--- config.mk ---
export PLATFORM = sky130hd
export DESIGN_NAME = display_scan_controller_flat
export DESIGN_NICKNAME = d
export VERILOG_FILES = /design/src/rtl/display_scan_controller_if.sv /design/src/rtl/display_scan_controller.sv /design/src/flat_wrapper.sv
export SDC_FILE = /design/constraint.sdc
export NUM_CORES = 1
export LEC_CHECK = 0
export ABC_AREA = 0
export BUFFER_PORTS_ARGS = -buffer_cell sky130_fd_sc_hd__buf_2
export CORE_MARGIN = 5
export CORE_UTILIZATION = 50
export DETAILED_ROUTE_END_ITERATION = 12
export GPL_TIMING_DRIVEN = 0
export PLACE_DENSITY = 0.77
export RECOVER_POWER = 25
export SETUP_SLACK_MARGIN = 0.4
export SYNTH_ARGS = -nofsm -noshare
export SYNTH_HDL_FRONTEND = slang
export SYNTH_SLANG_ARGS = --single-unit
--- constraint.sdc ---
create_clock -name clock -period 4.2 [get_ports clock]
set_clock_uncertainty 0.15 [all_clocks]
set_input_delay 0.84 -clock clock [delete_from_list [all_inputs] [get_ports clock]]
set_output_delay 0.84 -clock clock [all_outputs]
set_load 0.05 [all_outputs]
--- src/rtl/display_scan_controller_if.sv ---
// display_scan_controller_if
//   Groups the scan-control and display-drive signals of
//   display_scan_controller into one bundle.
//   master : drives enable / digit_mask, observes the scan outputs
//   slave  : the scan controller itself
//   enable      - scan enable; low pauses scanning with the display dark
//   digit_mask  - bit i = 1 includes digit i in the scan
//   digit_index - currently selected digit (to the segment-data mux)
//   anode       - one-hot digit drive to the display pins
//   slot_tick   - one-cycle pulse on the first cycle of every slot
//   frame_tick  - one-cycle pulse on the first cycle of the lowest enabled digit's slot
`timescale 1ns/1ps
interface display_scan_controller_if #(
  parameter int NUM_DIGITS = 8
);
  localparam int IW = ($clog2(NUM_DIGITS) < 1) ? 1 : $clog2(NUM_DIGITS);

  logic                  enable;
  logic [NUM_DIGITS-1:0] digit_mask;
  logic [IW-1:0]         digit_index;
  logic [NUM_DIGITS-1:0] anode;
  logic                  slot_tick;
  logic                  frame_tick;

  modport master (
    output enable,
    output digit_mask,
    input  digit_index,
    input  anode,
    input  slot_tick,
    input  frame_tick
  );

  modport slave (
    input  enable,
    input  digit_mask,
    output digit_index,
    output anode,
    output slot_tick,
    output frame_tick
  );
endinterface

--- src/rtl/display_scan_controller.sv ---
// display_scan_controller
//   Time-multiplexing scan controller for seven-segment displays. Each digit
//   slot lasts PRESCALE clocks: BLANK_CYCLES dark (segment mux settles), then
//   the selected anode is lit for the remainder. Masked-off digits are skipped;
//   a fully masked display stays dark with the index held.
//   Ports:
//     clock - system clock (single domain)
//     reset - asynchronous, active-high reset
//     scan  - display_scan_controller_if.slave (enable, digit_mask in;
//             digit_index, anode, slot_tick, frame_tick out, all registered)
`timescale 1ns/1ps
module display_scan_controller #(
  parameter int NUM_DIGITS   = 8,
  parameter int PRESCALE     = 100000,
  parameter int BLANK_CYCLES = 16,
  parameter int ACTIVE_LOW   = 1
) (
  input  logic                         clock,
  input  logic                         reset,
  display_scan_controller_if.slave     scan
);
  localparam int IW = ($clog2(NUM_DIGITS) < 1) ? 1 : $clog2(NUM_DIGITS);
  localparam int CW = ($clog2(PRESCALE) < 1) ? 1 : $clog2(PRESCALE);

  localparam logic [CW-1:0]         CNT_LAST   = CW'(PRESCALE - 1);
  localparam logic [CW-1:0]         BLANK_LAST = CW'(BLANK_CYCLES - 1);
  localparam logic [NUM_DIGITS-1:0] ANODE_OFF  = (ACTIVE_LOW != 0) ? '1 : '0;
  localparam logic [NUM_DIGITS-1:0] ONE_HOT0   = NUM_DIGITS'(1);

  typedef enum logic [1:0] {
    IDLE,
    BLANK,
    DRIVE
  } state_t;

  state_t                state_q, state_d;
  logic [CW-1:0]         cnt_q, cnt_d;
  logic [IW-1:0]         idx_q, idx_d;
  logic [NUM_DIGITS-1:0] anode_q, anode_d;
  logic [NUM_DIGITS-1:0] mask_q, mask_d;
  logic                  slot_q, slot_d;
  logic                  frame_q, frame_d;

  logic [IW-1:0]         next_idx;
  logic [IW-1:0]         lowest_idx;
  logic                  mask_any;

  // Next enabled digit strictly above cur, wrapping modulo NUM_DIGITS so an
  // index >= NUM_DIGITS is never produced. Returns cur itself when it is the
  // only enabled digit, and cur unchanged when nothing is enabled.
  function automatic logic [IW-1:0] next_enabled(input logic [IW-1:0] cur,
                                                 input logic [NUM_DIGITS-1:0] m);
    logic [IW-1:0] r;
    logic [IW-1:0] p;
    logic          found;
    int unsigned   pos;
    r     = cur;
    found = 1'b0;
    for (int unsigned i = 1; i <= NUM_DIGITS; i++) begin
      pos = 32'(cur) + i;
      if (pos >= NUM_DIGITS) pos = pos - NUM_DIGITS;
      p = IW'(pos);
      if (!found && m[p]) begin
        r     = p;
        found = 1'b1;
      end
    end
    return r;
  endfunction

  function automatic logic [IW-1:0] lowest_enabled(input logic [NUM_DIGITS-1:0] m);
    logic [IW-1:0] r;
    r = '0;
    for (int unsigned i = NUM_DIGITS; i > 0; i--) begin
      if (m[IW'(i - 1)]) r = IW'(i - 1);
    end
    return r;
  endfunction

  assign next_idx   = next_enabled(idx_q, scan.digit_mask);
  assign lowest_idx = lowest_enabled(scan.digit_mask);
  assign mask_any   = |scan.digit_mask;

  always_comb begin
    state_d = state_q;
    cnt_d   = cnt_q;
    idx_d   = idx_q;
    anode_d = ANODE_OFF;
    mask_d  = mask_q;
    slot_d  = 1'b0;
    frame_d = 1'b0;

    unique case (state_q)
      IDLE: begin
        cnt_d = '0;
        if (scan.enable) begin
          state_d = BLANK;
          mask_d  = scan.digit_mask;
          slot_d  = 1'b1;
          frame_d = mask_any && (idx_q == lowest_idx);
        end
      end

      BLANK, DRIVE: begin
        if (!scan.enable) begin
          state_d = IDLE;
          cnt_d   = '0;
        end else if (cnt_q == CNT_LAST) begin
          // Slot boundary: the mask is captured here so that mid-slot edits
          // only affect the following slot. An all-zero mask holds the index
          // and suppresses the ticks while the slot counter keeps cycling.
          state_d = BLANK;
          cnt_d   = '0;
          mask_d  = scan.digit_mask;
          if (mask_any) begin
            idx_d   = next_idx;
            slot_d  = 1'b1;
            frame_d = (next_idx == lowest_idx);
          end
        end else begin
          cnt_d = cnt_q + CW'(1);
          if (state_q == DRIVE) begin
            anode_d = anode_q;
          end else if (cnt_q == BLANK_LAST && mask_q[idx_q]) begin
            state_d = DRIVE;
            anode_d = (ACTIVE_LOW != 0) ? ~(ONE_HOT0 << idx_q) : (ONE_HOT0 << idx_q);
          end
        end
      end

      default: begin
        state_d = IDLE;
        cnt_d   = '0;
      end
    endcase
  end

  always_ff @(posedge clock or posedge reset) begin
    if (reset) begin
      state_q <= IDLE;
      cnt_q   <= '0;
      idx_q   <= '0;
      anode_q <= ANODE_OFF;
      mask_q  <= '0;
      slot_q  <= 1'b0;
      frame_q <= 1'b0;
    end else begin
      state_q <= state_d;
      cnt_q   <= cnt_d;
      idx_q   <= idx_d;
      anode_q <= anode_d;
      mask_q  <= mask_d;
      slot_q  <= slot_d;
      frame_q <= frame_d;
    end
  end

  assign scan.digit_index = idx_q;
  assign scan.anode       = anode_q;
  assign scan.slot_tick   = slot_q;
  assign scan.frame_tick  = frame_q;
endmodule

--- src/flat_wrapper.sv ---
// flat-port wrapper written by rule: the top's interface ports become plain ports
module display_scan_controller_flat 
#(
  parameter int NUM_DIGITS   = 8,
  parameter int PRESCALE     = 100000,
  parameter int BLANK_CYCLES = 16,
  parameter int ACTIVE_LOW   = 1
)
  (clock, reset, scan_enable, scan_digit_mask, scan_digit_index, scan_anode, scan_slot_tick, scan_frame_tick);
  display_scan_controller_if #(.NUM_DIGITS(NUM_DIGITS)) scan_i ();
  input  logic clock;
  input  logic reset;
  input wire logic [$bits(scan_i.enable)-1:0] scan_enable;
  input wire logic [$bits(scan_i.digit_mask)-1:0] scan_digit_mask;
  output wire logic [$bits(scan_i.digit_index)-1:0] scan_digit_index;
  output wire logic [$bits(scan_i.anode)-1:0] scan_anode;
  output wire logic [$bits(scan_i.slot_tick)-1:0] scan_slot_tick;
  output wire logic [$bits(scan_i.frame_tick)-1:0] scan_frame_tick;
  assign scan_i.enable = scan_enable;
  assign scan_i.digit_mask = scan_digit_mask;
  assign scan_digit_index = scan_i.digit_index;
  assign scan_anode = scan_i.anode;
  assign scan_slot_tick = scan_i.slot_tick;
  assign scan_frame_tick = scan_i.frame_tick;
  display_scan_controller #(.NUM_DIGITS(NUM_DIGITS), .PRESCALE(PRESCALE), .BLANK_CYCLES(BLANK_CYCLES), .ACTIVE_LOW(ACTIVE_LOW)) u_core (.clock(clock), .reset(reset), .scan(scan_i));
endmodule
==> impl_metrics.toml, run 1 <==
[critical_path]
end_kind = "flip-flop"
r2r_cells = 13
cp_max_fo = 10
r2r_setup_slack_ns = 0.60
path_class = "flip-flop to flip-flop"
rr_endpoint = "u_core.scan.frame_tick"
critPathRequiredTime_ns = 4.26
reg2reg_from = "u_core.scan.digit_index[1]"
critPathArrivalTime_ns = 3.65
cp-start-kind = "flip-flop"
cp-startpoint = "u_core.scan.digit_index[1]"

[floorplanning]
ios = 24
die_x_um = 88.5
core_area_sq_um = 5960
dieArea_sq_um = 7840
fp-row-count = 28
die_h_um = 88.5
initial_core_util_pct = 51.8

[timing]
finalSetupTns_ns = 0
setup_viol = 0
fin_crit_ns = 3.60
max-slew-margin-rel_pct = 3.08
drv_slew = 0
clock.fmax_mhz = 278
fin_crit_sh_pct = 85.7
whs_ns = 0.327
hold_viol_final = 0
worst_pin_slew_ns = 1.45
rsz0062_at_grt = "no"

[synthesis]
postSynth.asyncResetShare_pct = 100
syn_area_per_cell_sq_um = 9.79
yosysTopAreaCell = "dfrtp_1"
seq_area_frac_synth_pct = 32.8
yosysUniqueCellTypes = 59
synth_top_area_share_pct = 26.0
ys.flop_type = "dfrtp_1"
yosys_warnings = 0
synth-edff-count = 0
synth_area_sq_um = 3080
syn_nets = 337
synth-seq-cells = 40
synthTopCellsByArea = "dfrtp_1 (26%), dfstp_2 (6.8%), ha_1 (4.5%), mux4_2 (4.4%), mux2i_1 (4.2%)"
netlist_instances = 315

[clock_network]
cts_setup_buffers = 0
clock_path_buffers = 2
h-tree-depth = 2
hold_buffers = 0
clock-root-buffer = "clkbuf_8"
clock-sinks = 40
cts.clk_slew.worst_paths_ns = 0.08
clkLatencyLatePin_ns = 0.29
cts_tree = "done"
cts_made_buffers = 5

[power]
pwr-share-comb_pct = 23.9
internal_power_w = 0.000762
power.density_nw_per_um2 = 312
netSwitchingPower_w = 0.000293
switching_share_pct = 27.8
p_leak_nw = 1.43
seqPwrFrac_pct = 43.9
clockPowerShare_pct = 32.2
irDropWorstVdd_mv = 0.304

[min_path]
hp-start = "u_core.cnt_q[0]"
hold_depth = 1
hp-class = "flip-flop to flip-flop"
hold_end = "u_core.cnt_q[0]"

[placed_design]
port_buffers = 15
dpl.hpwl_mm = 4.94
gp_congestion = 0.918

[route]
drc = 0
firstDrtPassIters = 4
drt_iter0_drc = 173
wirelength_mm = 6.56
wl_per_cell_um = 15.9
detail-route-antenna-nets = 0
routed_via_density = 5.94
vias = 2453

[flow_run]
max_cap_violations = 0

[cells_and_area]
drive_gt1_share_pct = 22.5
final_net_count = 359
seqCellArea_sq_um = 1010
multi_input_area_sq_um = 1870
syn_to_final_growth_pct = 9.62
final.fill_count = 538
n_antenna_cell = 0

[global_routing]
grt_pass1_wl_mm = 11.4
grt_start_max_net_pins = 41
antenna_found_initial = 0
gr-usage-all-layers_pct = 18.3
globalRoute.totalOverflow = 0
grt_pass1_vias = 2397

[outcome]
status = "completed"
==> per-stage QoR <==
step	cell area [sq um]	power, W	std cells	utilization (%)	setup slack, ns
after global routing	3380	0.00111	413	56.7	0.418
after detailed placement	3250	0.000725	405	54.6	0.648
after CTS	3380	0.00107	413	56.7	0.623
after global placement	3250	0.000712	405	54.6	0.701
final	3380	0.00106	413	56.7	0.602
after floorplan	3080	0.000667	315	-	0.758
==> power by group through the flow <==
| stage | logic (W) | registers [W] | clock network [W] |
|---|---|---|---|
| 6_report | 0.000253 | 0.000463 | 0.000340 |
| 3_3_place_gp | 0.000246 | 0.000466 | 0 |
| 5_1_grt | 0.000283 | 0.000469 | 0.000361 |
| 2_1_floorplan | 0.000197 | 0.000470 | 0 |
| 4_1_cts | 0.000255 | 0.000463 | 0.000347 |
| 3_5_place_dp | 0.000255 | 0.000470 | 0 |
==> layout make-up <==
class / count / area share (%)
inverter: 16 / 1.78
tap: 75 / 2.78
sequential: 40 / 30.0
buffer: 18 / 4.33
timing repair buffer: 15 / 2.22
multi-input combinational: 241 / 55.2
clock buffer: 7 / 2.85
clock inverter: 1 / 0.889
==> what timing repair did <==
action / 4_1_cts / 5_1_grt
endpoints found under the setup margin: 0 / 1
resized for setup: 0 / 1
endpoints found under the hold margin: 0 / 0
==> sequential cells by signal, summed over array words and instances (netlist names) <==
register                 flops
u_core.cnt_q                17
u_core.mask_q                8
u_core.scan.anode            8
u_core.scan.digit_index      3
u_core.state_q               2
u_core.scan.frame_tick       1
u_core.scan.slot_tick        1
==> cells by family after synthesis <==
| group | after synthesis | synth area share [%] |
|---|---|---|
| simple gates | 120 | 19.7 |
| compound gates | 52 | 11.5 |
| mux | 37 | 18.7 |
| xor+xnor | 21 | 6.21 |
| flops | 40 | 32.8 |
| fa+ha+maj | 11 | 4.46 |
| buf+inv | 34 | 6.70 |
==> worst max-delay path: stages, from the launching register on <==
cell and delay (ns):
dfrtp_1 0.41, buf_6 0.15, buf_2 0.24, inv_1 0.21
ha_1 0.38, clkbuf_8 0.19, mux2i_1 0.24, mux2i_1 0.10
o221ai_1 0.36, o21ai_1 0.14, a221oi_2 0.36, xor2_1 0.11
a311o_1 0.34, o21ai_2 0.13
==> Yosys cell counts, types with 2 or more instances <==
cell and n:
a211oi_1 2, a21oi_1 10, a31oi_1 4, a41o_1 2
and2b_1 2, and3_1 3, buf_6 5, clkbuf_1 5
clkbuf_2 2, clkbuf_8 3, dfrtp_1 32, dfstp_2 8
ha_1 11, inv_1 15, mux2_2 9, mux2i_1 13
mux2i_4 4, mux4_1 4, mux4_2 6, nand2_1 32
nand2b_1 3, nand3_1 13, nand4_1 4, nor2_1 34
nor2b_1 7, nor3_1 4, nor3b_1 5, nor4_1 4
o211ai_1 2, o21ai_0 11, o21ai_1 3, o21ai_2 2
o21bai_1 2, o221ai_1 2, o31ai_1 4, or2_2 2
xnor2_1 10, xor2_1 10
==> routing by layer <==
layer | track usage (%) | vias up | part of all wire, %
met5 | 0 | - | 0
met4 | 3.98 | 0 | 0.84
met3 | 3.63 | 6 | 5.2
met2 | 28.6 | 63 | 46
met1 | 26.7 | 1222 | 48
li1 | - | 1162 | -
==> cells in the final DEF, fill, tap and decap left out, drive strengths merged, types with 5 or more instances in the layout <==
cell,Yosys,layout
a21oi,10,10
buf,7,22
clkbuf,11,18
dfrtp,32,32
dfstp,8,8
ha,11,11
inv,16,16
mux2,9,9
mux2i,18,18
mux4,10,10
nand2,32,32
nand3,14,14
nor2,35,35
nor2b,7,7
nor3b,5,5
o21ai,16,16
xnor2,10,10
xor2,11,11
==> how the worst max path moves through the flow <==
stage	endpoint	slack, ns	cells after the start
global placement	u_core.scan.frame_tick	0.70	12
CTS	u_core.scan.frame_tick	0.62	13
global route	u_core.scan.frame_tick	0.42	13
detailed placement	u_core.scan.frame_tick	0.65	13
finish	u_core.scan.frame_tick	0.60	13
floorplan	u_core.scan.frame_tick	0.76	12
No activity file was read; power rests on OpenSTA's default activity.
==> inputs of run 2 (changes only) <==
--- a/config.mk
+++ b/config.mk
@@ -11,7 +11,7 @@
 export CORE_UTILIZATION = 50
 export DETAILED_ROUTE_END_ITERATION = 12
 export GPL_TIMING_DRIVEN = 0
-export PLACE_DENSITY = 0.77
+export PLACE_DENSITY = 0.68
 export RECOVER_POWER = 25
 export SETUP_SLACK_MARGIN = 0.4
 export SYNTH_ARGS = -nofsm -noshare
==> impl_metrics.toml, run 2 (synthesized netlist as in run 1, its figures left out) <==
[outcome]
status = "completed"

[cells_and_area]
multi_input_area_sq_um = 1870
fin_util_pct = 56.3
final_cell_mix = "nor2_1 (34), nand2_1 (32), dfrtp_1 (31)"
syn_to_final_growth_pct = 8.85
regMostFlops = "u_core.cnt_q"
drive_gt1_share_pct = 22.8
final_common_cell = "nor2_1"
final.fill_count = 567
largest_reg_flops = 17
fin_cells = 413
final_net_count = 359
n_antenna_cell = 0
seqCellArea_sq_um = 1010

[critical_path]
crit_end = "u_core.scan.frame_tick"
cp_slowest_cell = "dfrtp_1"
end_kind = "flip-flop"
cp-startpoint = "u_core.scan.digit_index[1]"
path_cells = "buf_6, buf_2, inv_1, ha_1, xor2_2, mux2i_1, o221a_2, nor2_8, a221oi_2, xor2_1, a311o_1, o21ai_2"
r2r_setup_slack_ns = 0.57
reg2reg_from = "u_core.scan.digit_index[1]"
path_class = "flip-flop to flip-flop"
cp-start-kind = "flip-flop"
critPathRequiredTime_ns = 4.26
max_stage_delay_ns = 0.42
critPathArrivalTime_ns = 3.69
rr_endpoint = "u_core.scan.frame_tick"
cp_max_fo = 10
r2r_cells = 12

[global_routing]
use_met1_pct = 28.1
grt.met3_usage_pct = 3.35
globalRoute.totalOverflow = 0
antenna_found_initial = 0
grt_pass1_wl_mm = 11.4
top_usage_layer = "met1"
grtUsageMet2_pct = 27.5
grt_pass1_vias = 2227
grt_start_max_net_pins = 41
gr-usage-all-layers_pct = 18.3

[floorplanning]
dieArea_sq_um = 7840
die_h_um = 88.5
fp-row-count = 28
ios = 24
initial_core_util_pct = 51.8
core_area_sq_um = 5960
die_x_um = 88.5

[power]
seqPwrFrac_pct = 46.6
switching_share_pct = 29.7
netSwitchingPower_w = 0.000297
irDropWorstVdd_mv = 0.371
clockPowerShare_pct = 27.8
internal_power_w = 0.000703
pwr-share-comb_pct = 25.6
p_leak_nw = 1.41
power.total_w = 0.00100
power.density_nw_per_um2 = 298

[clock_network]
clock-root-buffer = "clkbuf_8"
cts_setup_buffers = 0
clock-sinks = 40
cts_tree = "done"
clkLatencyLatePin_ns = 0.29
hold_buffers = 0
cts.clk_slew.worst_paths_ns = 0.07
clock_path_buffers = 2
h-tree-depth = 2
cts_made_buffers = 5
cts_resized = 0

[route]
detail-route-antenna-nets = 0
drc = 0
wl_per_cell_um = 16.2
routed_via_density = 5.92
wirelength_mm = 6.70
firstDrtPassIters = 5
drt_iter0_drc = 164
vias = 2447

[timing]
whs_ns = 0.335
drv_slew = 0
rsz0062_at_grt = "no"
max-slew-margin-rel_pct = 2.92
worst_pin_slew_ns = 1.45
hold_viol_final = 0
fin_crit_sh_pct = 86.3
finalSetupTns_ns = 0
fin_crit_ns = 3.63
setup_viol = 0
clock.fmax_mhz = 276

[flow_run]
max_cap_violations = 0

[min_path]
hp-class = "flip-flop to flip-flop"
hp-start = "u_core.cnt_q[0]"

[placed_design]
port_buffers = 15
dp_cells = 405
dpl.hpwl_mm = 5.03
gp_congestion = 0.907
==> run 2: changes by cell type in the layout (fill, tap and decap cells not counted) <==
cell | before | now
mux4_1 | 4 | 3
o221ai_2 | 0 | 1
mux4_2 | 6 | 7
o221ai_1 | 2 | 1
clkbuf_1 | 5 | 6
bufinv_16 | 1 | 0
==> run 2: worst max-delay path, delay by kind of cell (launching register included) <==
kind / cells / cell delay, ns
compound gates: 4 / 1.17
buf+inv: 3 / 0.58
xor+xnor: 2 / 0.53
flops: 1 / 0.42
fa+ha+maj: 1 / 0.34
mux: 1 / 0.27
simple gates: 1 / 0.08
==> run 2: how the worst min path moves through the flow <==
stage	depth (start not counted)	slack (ns)	end
3_5_place_dp	1	0.32	u_core.cnt_q[0]
4_1_cts	1	0.33	u_core.cnt_q[0]
5_1_grt	1	0.37	u_core.cnt_q[0]
6_report	1	0.33	u_core.cnt_q[0]
3_3_place_gp	1	0.29	u_core.cnt_q[0]
2_1_floorplan	1	0.28	u_core.cnt_q[0]
==> run 2: final cells by class <==
type                       count  area share (%)
timing repair buffer          15            2.24
buffer                        18            4.36
multi-input combinational    241            55.7
sequential                    40            30.2
clock buffer                   8            2.98
tap                           75            2.80
inverter                      16            1.79
==> run 2: power by group through the flow <==
stage / logic, W / registers [W] / clock network [W]
finish: 0.000256 / 0.000466 / 0.000278
global route: 0.000283 / 0.000473 / 0.000303
CTS: 0.000256 / 0.000466 / 0.000284
detailed placement: 0.000255 / 0.000473 / 0
global placement: 0.000248 / 0.000466 / 0
floorplan: 0.000197 / 0.000470 / 0
==> run 2: stage by stage <==
stage                     setup slack, ns  instance area (sq um)
after floorplan                     0.758                   3080
after global placement              0.654                   3250
after detailed placement            0.619                   3250
after CTS                           0.595                   3350
after global routing                0.432                   3360
final                               0.575                   3360
==> run 2: per-layer routing <==
| layer | wire length [um] | vias to the layer above |
|---|---|---|
| met1 | 3290 | 1197 |
| met4 | 36 | 0 |
| li1 | - | 1158 |
| met2 | 2990 | 86 |
| met5 | 0 | - |
| met3 | 389 | 6 |
